==> src/rtl/spi_pkg.sv <==
// Shared SPI definitions: FSM state encoding and parameter defaults.
package spi_pkg;

    localparam int SPI_DATA_W_DEF = 8;
    localparam int SPI_DIV_W_DEF  = 8;

    typedef enum logic [1:0] {
        ST_IDLE  = 2'd0,
        ST_LEAD  = 2'd1,
        ST_SHIFT = 2'd2,
        ST_TRAIL = 2'd3
    } spi_state_e;

endpackage

==> src/rtl/spi_baud_gen.sv <==
// Half-period timer: ticks once every div+1 cycles while load is low.
module spi_baud_gen
    import spi_pkg::*;
#(
    parameter int DIV_W = SPI_DIV_W_DEF
) (
    input  logic             PCLK,
    input  logic             PRESETN,
    input  logic             load,
    input  logic [DIV_W-1:0] div,
    output logic             tick
);

    logic [DIV_W-1:0] cnt_reg;

    // The counter never exceeds div, so div = all-ones cannot wrap early.
    assign tick = !load && (cnt_reg == div);

    always_ff @(posedge PCLK or negedge PRESETN) begin
        if (!PRESETN) begin
            cnt_reg <= '0;
        end else if (load || tick) begin
            cnt_reg <= '0;
        end else begin
            cnt_reg <= cnt_reg + DIV_W'(1);
        end
    end

endmodule

==> src/rtl/spi_shift_engine.sv <==
// SPI master shift engine: frame FSM, shift registers and SCK edge sequencing.
module spi_shift_engine
    import spi_pkg::*;
#(
    parameter int DATA_W = SPI_DATA_W_DEF,
    parameter int DIV_W  = SPI_DIV_W_DEF
) (
    input  logic              PCLK,
    input  logic              PRESETN,
    input  logic              spi_en,
    input  logic              cpol,
    input  logic              cpha,
    input  logic              lsbfe,
    input  logic [DIV_W-1:0]  div,
    input  logic              tx_valid,
    input  logic [DATA_W-1:0] tx_data,
    output logic              tx_ready,
    output logic [DATA_W-1:0] rx_data,
    output logic              rx_valid,
    output logic              busy,
    input  logic              miso,
    output logic              mosi,
    output logic              sck,
    output logic              ss_n
);

    localparam int CNT_W = $clog2(2 * DATA_W + 1);
    localparam logic [CNT_W-1:0] LAST_EDGE = CNT_W'(2 * DATA_W);

    spi_state_e        state_reg;
    logic [DATA_W-1:0] tx_sh_reg;
    logic [DATA_W-1:0] rx_sh_reg;
    logic [DATA_W-1:0] rx_data_reg;
    logic [CNT_W-1:0]  edge_cnt_reg;
    logic [DIV_W-1:0]  div_reg;
    logic              cpha_reg;
    logic              lsbfe_reg;
    logic              sck_reg;
    logic              mosi_reg;
    logic              rx_valid_reg;

    logic              tick;
    logic              idle;
    logic [CNT_W-1:0]  edge_num;
    logic              sample_edge;
    logic              last_edge;
    logic              tx_first;
    logic [DATA_W-1:0] tx_load_shift;
    logic              tx_out;
    logic [DATA_W-1:0] tx_shifted;

    spi_baud_gen #(.DIV_W(DIV_W)) u_baud (
        .PCLK    (PCLK),
        .PRESETN (PRESETN),
        .load    (idle),
        .div     (div_reg),
        .tick    (tick)
    );

    assign idle     = (state_reg == ST_IDLE);
    assign tx_ready = idle && spi_en && PRESETN;
    assign busy     = !idle;
    assign ss_n     = idle;
    assign sck      = idle ? cpol : sck_reg;
    assign mosi     = mosi_reg;
    assign rx_data  = rx_data_reg;
    assign rx_valid = rx_valid_reg;

    // Edges are numbered from 1; cpha=0 samples odd edges, cpha=1 samples even edges.
    assign edge_num    = edge_cnt_reg + CNT_W'(1);
    assign sample_edge = edge_num[0] ^ cpha_reg;
    assign last_edge   = (edge_num == LAST_EDGE);

    assign tx_first      = lsbfe ? tx_data[0] : tx_data[DATA_W-1];
    assign tx_load_shift = lsbfe ? (tx_data >> 1) : (tx_data << 1);
    assign tx_out        = lsbfe_reg ? tx_sh_reg[0] : tx_sh_reg[DATA_W-1];
    assign tx_shifted    = lsbfe_reg ? (tx_sh_reg >> 1) : (tx_sh_reg << 1);

    always_ff @(posedge PCLK or negedge PRESETN) begin
        if (!PRESETN) begin
            state_reg    <= ST_IDLE;
            tx_sh_reg    <= '0;
            rx_sh_reg    <= '0;
            rx_data_reg  <= '0;
            edge_cnt_reg <= '0;
            div_reg      <= '0;
            cpha_reg     <= 1'b0;
            lsbfe_reg    <= 1'b0;
            sck_reg      <= 1'b0;
            mosi_reg     <= 1'b0;
            rx_valid_reg <= 1'b0;
        end else begin
            rx_valid_reg <= 1'b0;
            if (!spi_en) begin
                state_reg    <= ST_IDLE;
                edge_cnt_reg <= '0;
            end else begin
                case (state_reg)
                    ST_IDLE: begin
                        if (tx_valid) begin
                            state_reg    <= ST_LEAD;
                            div_reg      <= div;
                            cpha_reg     <= cpha;
                            lsbfe_reg    <= lsbfe;
                            sck_reg      <= cpol;
                            edge_cnt_reg <= '0;
                            rx_sh_reg    <= '0;
                            // cpha=0 needs the first bit valid before the first edge.
                            if (!cpha) begin
                                mosi_reg  <= tx_first;
                                tx_sh_reg <= tx_load_shift;
                            end else begin
                                tx_sh_reg <= tx_data;
                            end
                        end
                    end
                    ST_LEAD: begin
                        if (tick) begin
                            state_reg <= ST_SHIFT;
                        end
                    end
                    ST_SHIFT: begin
                        if (tick) begin
                            sck_reg      <= ~sck_reg;
                            edge_cnt_reg <= edge_num;
                            if (sample_edge) begin
                                rx_sh_reg <= lsbfe_reg ? {miso, rx_sh_reg[DATA_W-1:1]}
                                                       : {rx_sh_reg[DATA_W-2:0], miso};
                            end else if (!last_edge) begin
                                mosi_reg  <= tx_out;
                                tx_sh_reg <= tx_shifted;
                            end
                            if (last_edge) begin
                                state_reg <= ST_TRAIL;
                            end
                        end
                    end
                    ST_TRAIL: begin
                        if (tick) begin
                            state_reg    <= ST_IDLE;
                            rx_data_reg  <= rx_sh_reg;
                            rx_valid_reg <= 1'b1;
                        end
                    end
                    default: state_reg <= ST_IDLE;
                endcase
            end
        end
    end

endmodule

==> config.mk <==
export PLATFORM = sky130hd
export DESIGN_NAME = spi_shift_engine
export DESIGN_NICKNAME = d
export VERILOG_FILES = /design/src/rtl/spi_pkg.sv /design/src/rtl/spi_baud_gen.sv /design/src/rtl/spi_shift_engine.sv
export SDC_FILE = /design/constraint.sdc
export NUM_CORES = 1
export LEC_CHECK = 0
export ABC_AREA = 1
export BUFFER_PORTS_ARGS = -buffer_cell sky130_fd_sc_hd__buf_2
export CAP_MARGIN = 20
export CORE_ASPECT_RATIO = 1.1
export CORE_UTILIZATION = 40
export CTS_CLUSTER_DIAMETER = 80
export CTS_CLUSTER_SIZE = 20
export DETAILED_ROUTE_END_ITERATION = 7
export GPL_TIMING_DRIVEN = 1
export PLACE_DENSITY_LB_ADDON = 0.08
export SLEW_MARGIN = 40
export SYNTH_ARGS = -nofsm -noshare
export SYNTH_HDL_FRONTEND = slang
export SYNTH_SLANG_ARGS = --single-unit
==> constraint.sdc <==
create_clock -name PCLK -period 1.83 [get_ports PCLK]
set_clock_uncertainty 0.2 [all_clocks]
set_input_delay 0.183 -clock PCLK [delete_from_list [all_inputs] [get_ports PCLK]]
set_output_delay 0.183 -clock PCLK [all_outputs]
set_load 0.1 [all_outputs]
==> flow_summary.ini <==
[outcome]
status = complete, but fails checks
violations = DRC, setup timing

[detailed_routing]
met1Wirelength_um = 3430
first_pass_iters = 6
drtIter0Drc = 116
avgViaCountPerCell = 4.81
post_drt_wl_per_cell_um = 12.7
wl_met3_um = 145
drt_wl_total_um = 6820
ant_nets = 0
drc = 2
top_layer_used = met4
routed-wl-met2_um = 3160
vias = 2587

[layout]
final_cell_mix = nand2_1, dfrtp_1, inv_1
syn_to_final_growth_pct = 36.8
layout-drive-gt1-share_pct = 38.4
fin_util_pct = 57.4
layout_commonest_cell = nand2_1
finalNonFillerCells = 538
stdcell_area_um2 = 4070
fin_nets = 482
diodes = 0

[worst_hold_path]
hp-class = in2reg
holdPathStages = 3

[timing]
clock.fmax_mhz = 528
worst_slew_pin_slew_ps = 672
finalSetupViolations = 10
relSlewSlack_pct = 55.2
period_needed_ps = 1890
rsz0062_at_grt = true
final_max_slew_viol_count = 0
setup_slack_ps = -64.8
hold_viol = 0
fin_crit_sh_pct = 104

[grt]
grt_max_degree = 53
grt_pass1_wl_um = 11900
antenna_found_initial = 0
track_usage_pct = 19.3
grt_pass1_vias = 2519
overflow = 0

[yosys]
yosys_warnings = 0
synth_nets = 395
synth.ff_latch_count = 52
yosys.cell_types.count = 37
netlist_instances = 365
synth_seq_area_share_pct = 43.8
avgSynthCellArea_um2 = 8.15
syn-cell-area_um2 = 2970

[floorplan]
initial_utilization_pct = 42.0
dieArea_um2 = 7780
core_um2 = 7090
boundaryPins = 38
die_x_um = 84.2
die_h_um = 92.4
rows = 32

[job]
drv_cap = 0

[placement]
dpl_cell_area_um2 = 3600
dp_cells = 510
gp_congestion = 0.796
place_ws_ps = -30.1
dp_hpwl_um = 4670
numPortBuffers = 37

[clock_network]
cts_max_level = 2
cts_tree = built
cts_buffers = 5
numClockSinks = 52
clock_path_buffers = 2
clkTransAtPathRegs_ps = 100
cts-root-buf = clkbuf_8
clock_latency_ps = 310

[critical_path]
end_kind = output port
crit_fanout = 3
start_kind = flop
cp_data_arrival_time_ps = 1510
rrSetupSlack_ps = -20
crit_required_ps = 1450
rr_worst_depth = 9
path_class = reg2out

[power_and_ir_drop]
ir_worst_vdd_mv = 0.903
powerDensity_nw_per_um2 = 1310
p_leak_nw = 2.00
==> worst max-delay path, stage by stage, from the launching register on <==
cell and delay (ps):
dfrtp_1 420, inv_2 90, ha_4 210, buf_6 120, and3_4 180, buf_12 170
==> where the power goes <==
| part | internal [W] | switching, W | leakage, nW | total (W) |
|---|---|---|---|---|
| clock network | 0.000268 | 0.000418 | 0.0479 | 0.000687 |
| logic | 0.00120 | 0.00181 | 1.29 | 0.00301 |
| registers | 0.00143 | 0.000218 | 0.664 | 0.00165 |
| total | 0.00290 | 0.00244 | 2.00 | 0.00535 |
==> stage by stage <==
| step | hold slack [ps] | power (W) | TNS, ps |
|---|---|---|---|
| floorplan | -313 | 0.00351 | -2770 |
| global placement | 208 | 0.00425 | -52.6 |
| detailed placement | 204 | 0.00428 | -124 |
| CTS | 1.06 | 0.00520 | -472 |
| global route | 4.04 | 0.00572 | -3000 |
| finish | 6.61 | 0.00535 | -171 |
==> final timing paths <==
path | startpoint | end
max | state_reg[1]$_DFFE_PN0P_ | tx_ready
min | miso | rx_sh_reg[0]$_DFFE_PN0P_
max reg2reg | u_baud.cnt_reg[3]$_DFF_PN0_ | rx_sh_reg[7]$_DFFE_PN0P_
min reg2reg | mosi$_DFFE_PN0P_ | mosi$_DFFE_PN0P_
max in group asynchronous | PRESETN | rx_sh_reg[6]$_DFFE_PN0P_
min in group asynchronous | PRESETN | u_baud.cnt_reg[3]$_DFF_PN0_
==> cell usage after synthesis, drive strengths merged <==
| master | n | area share, % |
|---|---|---|
| and3 | 2 | 0.42 |
| xor2 | 3 | 0.88 |
| o21bai | 1 | 0.25 |
| nor2 | 19 | 3.0 |
| o211ai | 1 | 0.25 |
| o21ai | 42 | 8.7 |
| a21oi | 19 | 3.3 |
| nand2 | 113 | 15 |
| buf | 6 | 1.8 |
| clkbuf | 4 | 0.50 |
| dfrtp | 52 | 44 |
| mux2 | 3 | 1.1 |
| nor3b | 3 | 1.3 |
| or2 | 2 | 0.42 |
| inv | 49 | 6.2 |
| nor3 | 4 | 1.4 |
| and2 | 1 | 0.21 |
| xnor2 | 3 | 0.88 |
| nand4 | 4 | 0.84 |
| o21a | 2 | 0.55 |
| nand3 | 12 | 3.3 |
| ha | 6 | 2.5 |
| a31oi | 1 | 0.21 |
| a22oi | 13 | 3.3 |
==> cell type report <==
class / instances / area, um^2
inverter: 49 / 201
sequential: 52 / 1300
clock buffer: 5 / 68.8
tap: 85 / 106
clock inverter: 3 / 18.8
timing repair buffer: 88 / 738
multi-input combinational: 256 / 1630
fill: 666 / 3020
==> routing by layer <==
layer	up-vias	global-route usage [%]
met5	-	0
met4	0	5.60
met3	7	2.94
met2	33	32.2
met1	1185	26.0
li1	1362	-
==> timing repair <==
item	CTS	global route
endpoints found under the hold margin	60	0
resized for setup	17	53
buffers inserted	2	7
cloned	2	0
setup endpoints to repair	25	43
hold buffers	9	0
pin swaps	5	19
==> logic make-up (layout without fill, tap and decap cells) <==
logic type,after synthesis,count (layout),share of synthesized area [%]
AND/OR/NAND/NOR,160,162,25.7
AO/OA/AOI/OAI,79,79,16.6
buffers and inverters,59,145,8.50
flip-flops,52,52,43.8
adder cells (fa/ha/maj),6,6,2.52
XOR/XNOR,6,6,1.77
multiplexers,3,3,1.14
Note: power is estimated with default switching activity, not from simulation.
